`config.mk`:
```
export PLATFORM = sky130hd
export DESIGN_NAME = cpu_bus_serializer
export DESIGN_NICKNAME = d
export VERILOG_FILES = /design/src/rtl/cpu_bridge_pkg.sv /design/src/rtl/lane_deserializer.sv /design/src/rtl/cpu_bus_serializer.sv
export SDC_FILE = /design/constraint.sdc
export NUM_CORES = 1
export LEC_CHECK = 0
export BUFFER_PORTS_ARGS = -buffer_cell sky130_fd_sc_hd__buf_2
export CAP_MARGIN = 20
export CORE_MARGIN = 5
export CORE_UTILIZATION = 60
export DETAILED_ROUTE_END_ITERATION = 8
export HOLD_SLACK_MARGIN = 0.15
export PLACE_DENSITY = 0.85
export SYNTH_ARGS = -nofsm -noshare
export SYNTH_HDL_FRONTEND = slang
export SYNTH_SLANG_ARGS = --single-unit
```
`constraint.sdc`:
```
create_clock -name i_clk -period 3.6 [get_ports i_clk]
set_input_delay 0 -clock i_clk [delete_from_list [all_inputs] [get_ports i_clk]]
set_output_delay 0 -clock i_clk [all_outputs]
set_load 0.05 [all_outputs]
```
`src/rtl/cpu_bridge_pkg.sv`:
```
// Shared types for the CPU-to-pin bus serializer: frame state encoding and
// the bit positions of the command beat.
package cpu_bridge_pkg;

    typedef enum logic [2:0] {
        StIdle,
        StAddr,
        StCmd,
        StTurn,
        StRdata,
        StDone
    } state_e;

    localparam int unsigned CMD_WE   = 0;
    localparam int unsigned CMD_MARK = 1;

endpackage

```
`src/rtl/lane_deserializer.sv`:
```
// Assembles lane-wide read beats into a CPU word, MSB lane or LSB lane first.
// o_word already includes the lane being loaded this cycle.
module lane_deserializer #(
    parameter int unsigned DATA_W       = 64,
    parameter int unsigned LANE_W       = 8,
    parameter bit          RD_MSB_FIRST = 1'b1
) (
    input  logic              i_clk,
    input  logic              i_rst,
    input  logic              i_clear,
    input  logic              i_load,
    input  logic [LANE_W-1:0] i_lane,
    output logic [DATA_W-1:0] o_word,
    output logic              o_last
);

    localparam int unsigned DB = DATA_W / LANE_W;
    localparam int unsigned IW = (DB > 1) ? $clog2(DB) : 1;

    logic [IW-1:0]     r_idx;
    logic [DATA_W-1:0] r_word;
    logic [DATA_W-1:0] w_word;

    always_comb begin
        w_word = r_word;
        for (int unsigned i = 0; i < DB; i++) begin
            if (i_load && (r_idx == IW'(RD_MSB_FIRST ? (DB - 1 - i) : i))) begin
                w_word[i*LANE_W +: LANE_W] = i_lane;
            end
        end
    end

    always_ff @(posedge i_clk) begin
        if (i_rst || i_clear) begin
            r_idx  <= '0;
            r_word <= '0;
        end else if (i_load) begin
            r_idx  <= r_idx + 1'b1;
            r_word <= w_word;
        end
    end

    assign o_word = w_word;
    assign o_last = i_load && (r_idx == IW'(DB - 1));

endmodule

```
`src/rtl/cpu_bus_serializer.sv`:
```
// Bridges a wide CPU memory port onto a narrow framed pin bus: address/data beats,
// a command beat, and for reads a turnaround plus lane-wide capture with timeout.
module cpu_bus_serializer
    import cpu_bridge_pkg::*;
#(
    parameter int unsigned ADDR_W       = 64,
    parameter int unsigned DATA_W       = 64,
    parameter int unsigned LANE_W       = 8,
    parameter bit          RD_MSB_FIRST = 1'b1,
    parameter int unsigned TIMEOUT      = 255
) (
    input  logic              i_clk,
    input  logic              i_rst,
    input  logic              i_cpu_req,
    input  logic              i_cpu_we,
    input  logic [ADDR_W-1:0] i_cpu_addr,
    input  logic [DATA_W-1:0] i_cpu_wdata,
    output logic              o_cpu_busy,
    output logic              o_cpu_ack,
    output logic              o_cpu_err,
    output logic [DATA_W-1:0] o_cpu_rdata,
    output logic [LANE_W-1:0] o_pin_addr,
    output logic [LANE_W-1:0] o_pin_dout,
    input  logic [LANE_W-1:0] i_pin_din,
    output logic              o_pin_oe,
    output logic              o_pin_frame,
    input  logic              i_pin_rvalid
);

    localparam int unsigned AB = ADDR_W / LANE_W;
    localparam int unsigned DB = DATA_W / LANE_W;
    localparam int unsigned NB = (AB > DB) ? AB : DB;
    localparam int unsigned BW = (NB > 1) ? $clog2(NB) : 1;
    localparam int unsigned WW = $clog2(TIMEOUT + 1);

    state_e            r_state;
    logic              r_we;
    logic [ADDR_W-1:0] r_addr;
    logic [DATA_W-1:0] r_wdata;
    logic [BW-1:0]     r_beat;
    logic [WW-1:0]     r_wait;
    logic              r_cpu_busy;
    logic              r_cpu_ack;
    logic              r_cpu_err;
    logic [DATA_W-1:0] r_cpu_rdata;
    logic [LANE_W-1:0] r_pin_addr;
    logic [LANE_W-1:0] r_pin_dout;
    logic              r_pin_oe;
    logic              r_pin_frame;

    logic                   w_src_we;
    logic [ADDR_W-1:0]      w_src_addr;
    logic [DATA_W-1:0]      w_src_wdata;
    logic [NB*LANE_W-1:0]   w_addr_pad;
    logic [NB*LANE_W-1:0]   w_data_pad;
    logic [BW-1:0]          w_next_beat;
    logic [LANE_W-1:0]      w_addr_lane;
    logic [LANE_W-1:0]      w_dout_lane;
    logic [LANE_W-1:0]      w_cmd;
    logic                   w_rd_clear;
    logic                   w_rd_load;
    logic [DATA_W-1:0]      w_rd_word;
    logic                   w_rd_last;

    // Outputs are registered, so lanes are computed for the beat about to be shown;
    // in IDLE that is beat 0 taken straight from the CPU inputs being captured.
    always_comb begin
        w_src_we    = (r_state == StIdle) ? i_cpu_we : r_we;
        w_src_addr  = (r_state == StIdle) ? i_cpu_addr : r_addr;
        w_src_wdata = (r_state == StIdle) ? i_cpu_wdata : r_wdata;
        w_next_beat = (r_state == StIdle) ? '0 : r_beat + 1'b1;
        w_addr_pad  = '0;
        w_addr_pad[ADDR_W-1:0] = w_src_addr;
        w_data_pad  = '0;
        w_data_pad[DATA_W-1:0] = w_src_wdata;
        w_addr_lane = '0;
        w_dout_lane = '0;
        for (int unsigned k = 0; k < NB; k++) begin
            if (w_next_beat == BW'(k)) begin
                w_addr_lane = w_addr_pad[k*LANE_W +: LANE_W];
                w_dout_lane = w_src_we ? w_data_pad[k*LANE_W +: LANE_W] : '0;
            end
        end
        w_cmd           = '0;
        w_cmd[CMD_MARK] = 1'b1;
        w_cmd[CMD_WE]   = r_we;
    end

    assign w_rd_clear = (r_state == StTurn);
    assign w_rd_load  = (r_state == StRdata) && i_pin_rvalid;

    lane_deserializer #(
        .DATA_W       (DATA_W),
        .LANE_W       (LANE_W),
        .RD_MSB_FIRST (RD_MSB_FIRST)
    ) u_deser (
        .i_clk   (i_clk),
        .i_rst   (i_rst),
        .i_clear (w_rd_clear),
        .i_load  (w_rd_load),
        .i_lane  (i_pin_din),
        .o_word  (w_rd_word),
        .o_last  (w_rd_last)
    );

    always_ff @(posedge i_clk) begin
        if (i_rst) begin
            r_state     <= StIdle;
            r_we        <= 1'b0;
            r_addr      <= '0;
            r_wdata     <= '0;
            r_beat      <= '0;
            r_wait      <= '0;
            r_cpu_busy  <= 1'b0;
            r_cpu_ack   <= 1'b0;
            r_cpu_err   <= 1'b0;
            r_cpu_rdata <= '0;
            r_pin_addr  <= '0;
            r_pin_dout  <= '0;
            r_pin_oe    <= 1'b0;
            r_pin_frame <= 1'b0;
        end else begin
            r_cpu_ack <= 1'b0;
            unique case (r_state)
                StIdle: begin
                    if (i_cpu_req) begin
                        r_we        <= i_cpu_we;
                        r_addr      <= i_cpu_addr;
                        r_wdata     <= i_cpu_wdata;
                        r_beat      <= '0;
                        r_state     <= StAddr;
                        r_cpu_busy  <= 1'b1;
                        r_cpu_err   <= 1'b0;
                        r_pin_frame <= 1'b1;
                        r_pin_oe    <= 1'b1;
                        r_pin_addr  <= w_addr_lane;
                        r_pin_dout  <= w_dout_lane;
                    end
                end
                StAddr: begin
                    if (r_beat == BW'(NB - 1)) begin
                        r_state    <= StCmd;
                        r_pin_addr <= w_cmd;
                        r_pin_dout <= '0;
                    end else begin
                        r_beat     <= w_next_beat;
                        r_pin_addr <= w_addr_lane;
                        r_pin_dout <= w_dout_lane;
                    end
                end
                StCmd: begin
                    r_pin_oe   <= 1'b0;
                    r_pin_addr <= '0;
                    r_pin_dout <= '0;
                    if (r_we) begin
                        r_state     <= StDone;
                        r_cpu_ack   <= 1'b1;
                        r_cpu_err   <= 1'b0;
                        r_pin_frame <= 1'b0;
                    end else begin
                        r_state <= StTurn;
                    end
                end
                StTurn: begin
                    r_state <= StRdata;
                    r_wait  <= '0;
                end
                StRdata: begin
                    if (i_pin_rvalid) begin
                        r_wait <= '0;
                        if (w_rd_last) begin
                            r_state     <= StDone;
                            r_cpu_ack   <= 1'b1;
                            r_cpu_err   <= 1'b0;
                            r_cpu_rdata <= w_rd_word;
                            r_pin_frame <= 1'b0;
                        end
                    end else if (r_wait == WW'(TIMEOUT - 1)) begin
                        // Timed out: rdata deliberately keeps the last good read.
                        r_state     <= StDone;
                        r_cpu_ack   <= 1'b1;
                        r_cpu_err   <= 1'b1;
                        r_pin_frame <= 1'b0;
                    end else begin
                        r_wait <= r_wait + 1'b1;
                    end
                end
                StDone: begin
                    r_state    <= StIdle;
                    r_cpu_busy <= 1'b0;
                    r_cpu_err  <= 1'b0;
                end
                default: r_state <= StIdle;
            endcase
        end
    end

    assign o_cpu_busy  = r_cpu_busy;
    assign o_cpu_ack   = r_cpu_ack;
    assign o_cpu_err   = r_cpu_err;
    assign o_cpu_rdata = r_cpu_rdata;
    assign o_pin_addr  = r_pin_addr;
    assign o_pin_dout  = r_pin_dout;
    assign o_pin_oe    = r_pin_oe;
    assign o_pin_frame = r_pin_frame;

endmodule

```
==> key figures <==
Global route
  – Vias in the first global route: approximately 13k
  – Tot GR Track Use: 0.359
  – Remaining Overflow, GRT: 0
  – First-pass GRT wire length: between 60,000 and 70,000 um
  – Initial antenna violation count: 4
  – Largest net degree at the start of global routing: 142

Clocking
  – Skew-Pair Late Insertion Delay: 0.54 ns
  – Total CTS buffers: 28
  – Post-cts gate resize count: 0
  – Num Clock Sinks: approximately 290
  – # hold bufs at CTS: 196
  – Clock-pin slew on the worst setup and hold paths: around 0.070 ns
  – Clk root buf: clkbuf_16
  – Longest Clk Path Bufs: 3
  – CTS tree: built
  – H-tree levels: 1
  – Setup Fix Bufs, Post-CTS: 0

Synth
  – Ys flop type: dfxtp_1
  – Mapped Cells: 1,467
  – FF+latch count, synth: between 200 and 300
  – Number of synthesized flops with an enable pin: 0
  – Synth top area cells: dfxtp_1 (48%), nand2_1 (10%), a21oi_1 (7.7%), nor2_1 (4.9%), mux2i_1 (4.8%)
  – Count leader, synth: nand2_1
  – Cell accounting for the most synthesized area: dfxtp_1
  – Post-synth net total: 1,618
  – Avg Inst Size Synth: a little over 8 sq um
  – Ys async rst share: 0
  – Synth top area share: 0.480
  – Yosys cell types: 56
  – Warnings, synthesis: 0
  – Post-Syn Area: 0.0120 sq mm
  – Sequential cell area fraction in the yosys report: 0.480
  – Top cells by count, synth: nand2_1 (334), dfxtp_1 (287), a21oi_1 (183)

Setup path
  – R2r startpoint: r_state[0]
  – Worst endpoint data arrival time: approximately 3.7 ns
  – Worst r2r path cells: 7
  – Worst R2R Setup Slack: approximately 0.34 ns
  – RR Endpoint: r_addr[48]
  – WP data required: between 4 and 5 ns
  – Crit start category: flip-flop
  – Crit path kind: reg -> reg
  – CP startpoint: r_state[0]
  – Critical path fanouts, max: 66
  – Endpoint class of the critical path: flip-flop

Power and ir drop
  – Peak supply drop: a little over 0.5 mV
  – PwrDens: 469 mW/mm^2
  – Total power: approximately 7.6 mW
  – Lkg Pwr: 6.43 nW

STA
  – Fin. max-slew vios: 0
  – Worst slew margin relative to its limit: 0.215
  – RSZ-0062 raised after global routing: no
  – Post-route clock skew: between 0.01 and 0.015 ns
  – Tmin final: about 3.3 ns
  – Slew @ Worst Pin: between 1 and 1.5 ns
  – Setup violators final: 0
  – Tcrit/Tclk final: 0.906
  – Fmax: between 300 and 400 MHz
  – Final Hold Fails: 0
  – Setup TNS Final: 0 ns
  – Worst hold slack: about 0.25 ns

Routing
  – DR pass1 iterations: 9
  – Via count: ~13k
  – Wire length per cell: 20.3 um
  – Detail-routed via count per cell: just over 6
  – Routed wire length: approximately 43,000 um
  – ANT nets after route: 0
  – Post-route DRC: 21
  – 1st-iter DRT viols: 1,529

Layout
  – Area growth syn-to-layout: 35.0%
  – Final nets: between 1.5k and 2k
  – Share of cells above drive strength 1: 0.173
  – Final Util: 0.827

Floorplanning
  – Starting Density: 0.613
  – Core area: around 0.020 sq mm
  – Die width: around 150 um
  – Die outline area: about 0.023 sq mm
  – Die height: ~150 um
  – Row cnt: between 50 and 60
  – Num ports: approximately 230

Run status
  – Outcome: complete, but fails checks
  – Failing checks: design-rule violations

Worst hold path
  – Min-delay worst type: in -> reg
  – Min-delay src: i_cpu_addr[36]
  – Worst hold path depth: 4
  – Hold Path End: r_addr[36]

Place
  – RePlAce Congestion: just over 0.9
  – Post-DP HPWL: between 20,000 and 25,000 um
  – Buffers added on ports: 225

Flow run
  – Max-Cap Viols: 0
## routing by layer
| layer | track usage | routed length, um | up-vias |
|---|---|---|---|
| li1 | - | - | 5745 |
| met1 | 0.395 | 14800 | 5813 |
| met2 | 0.607 | 20200 | 968 |
| met3 | 0.103 | 4650 | 276 |
| met4 | 0.228 | 3000 | 0 |
| met5 | 0 | 0 | - |
## report_power, final
part / switching [mW] / total [mW] / internal (mW)
Sequential: 0.0771 / 3.35 / 3.27
Combinational: 0.496 / 0.844 / 0.348
Clock: 1.33 / 3.39 / 2.05
Total: 1.91 / 7.58 / 5.67
## flip-flops by register name, summed over array words and instances, names as in the netlist, 3 cells and up
register	flops
r_addr	64
r_wdata	64
o_pin_addr	8
r_state	3
o_cpu_rdata	64
r_beat	3
r_wait	8
o_pin_dout	8
u_deser.r_word	56
u_deser.r_idx	3
## area by class of cell
cell class | count | area [sq um]
sequential | 287 | 5750
multi-input combinational | 1036 | 5650
fill | 1061 | 3370
timing repair buffer | 442 | 3290
clock buffer | 29 | 726
clock inverter | 23 | 344
tap | 265 | 332
inverter | 16 | 60.1
antenna | 4 | 10.0
## stage by stage
step / worst slack (ns) / cells / instance area [sq um]
final: 0.340 / 2102 / 16200
after global placement: 1.05 / 1850 / 13100
after detailed placement: 0.940 / 1850 / 13100
after CTS: 0.484 / 2098 / 16100
after floorplan: 1.35 / 1467 / 12000
after global routing: 0.176 / 2102 / 16200
## how the worst max path moves through the flow
| stage | endpoint | cells past startpoint |
|---|---|---|
| 2_1_floorplan | o_pin_addr[6] | 9 |
| 3_3_place_gp | r_wdata[61] | 6 |
| 3_5_place_dp | o_pin_addr[4] | 7 |
| 4_1_cts | r_wdata[61] | 7 |
| 5_1_grt | r_wdata[57] | 7 |
| 6_report | r_addr[48] | 7 |
## worst max-delay path: stages, from the launching register on
cell and delay (ns):
dfxtp_1 0.30, buf_4 0.20, nor3_2 0.69, and2_4 0.76
buf_12 0.31, nand2_1 0.10, a21oi_1 0.18, dlygate4sd3_1 0.62
## cells by family (layout without fill, tap and decap cells)
| logic type | count (synthesis) | after routing | synth area share |
|---|---|---|---|
| multiplexers | 65 | 65 | 0.0552 |
| AO/OA/AOI/OAI | 366 | 366 | 0.194 |
| adder cells (fa/ha/maj) | 10 | 10 | 0.0105 |
| XOR/XNOR | 6 | 6 | 0.00439 |
| other | 0 | 4 | 0 |
| buffers and inverters | 144 | 510 | 0.0497 |
| AND/OR/NAND/NOR | 589 | 589 | 0.206 |
| flip-flops | 287 | 287 | 0.480 |
## cell usage in the layout, fill, tap and decap left out, drive strengths merged, types with 14 or more instances in the layout
cell	n
a211oi	62
a21oi	183
a22oi	15
and2	14
buf	246
clkbuf	29
dfxtp	287
dlygate4sd3	196
inv	17
mux2i	57
nand2	334
nand3	14
nor2	155
nor3	17
o211ai	18
o21ai	14
No activity file was read; power rests on OpenSTA's default activity.
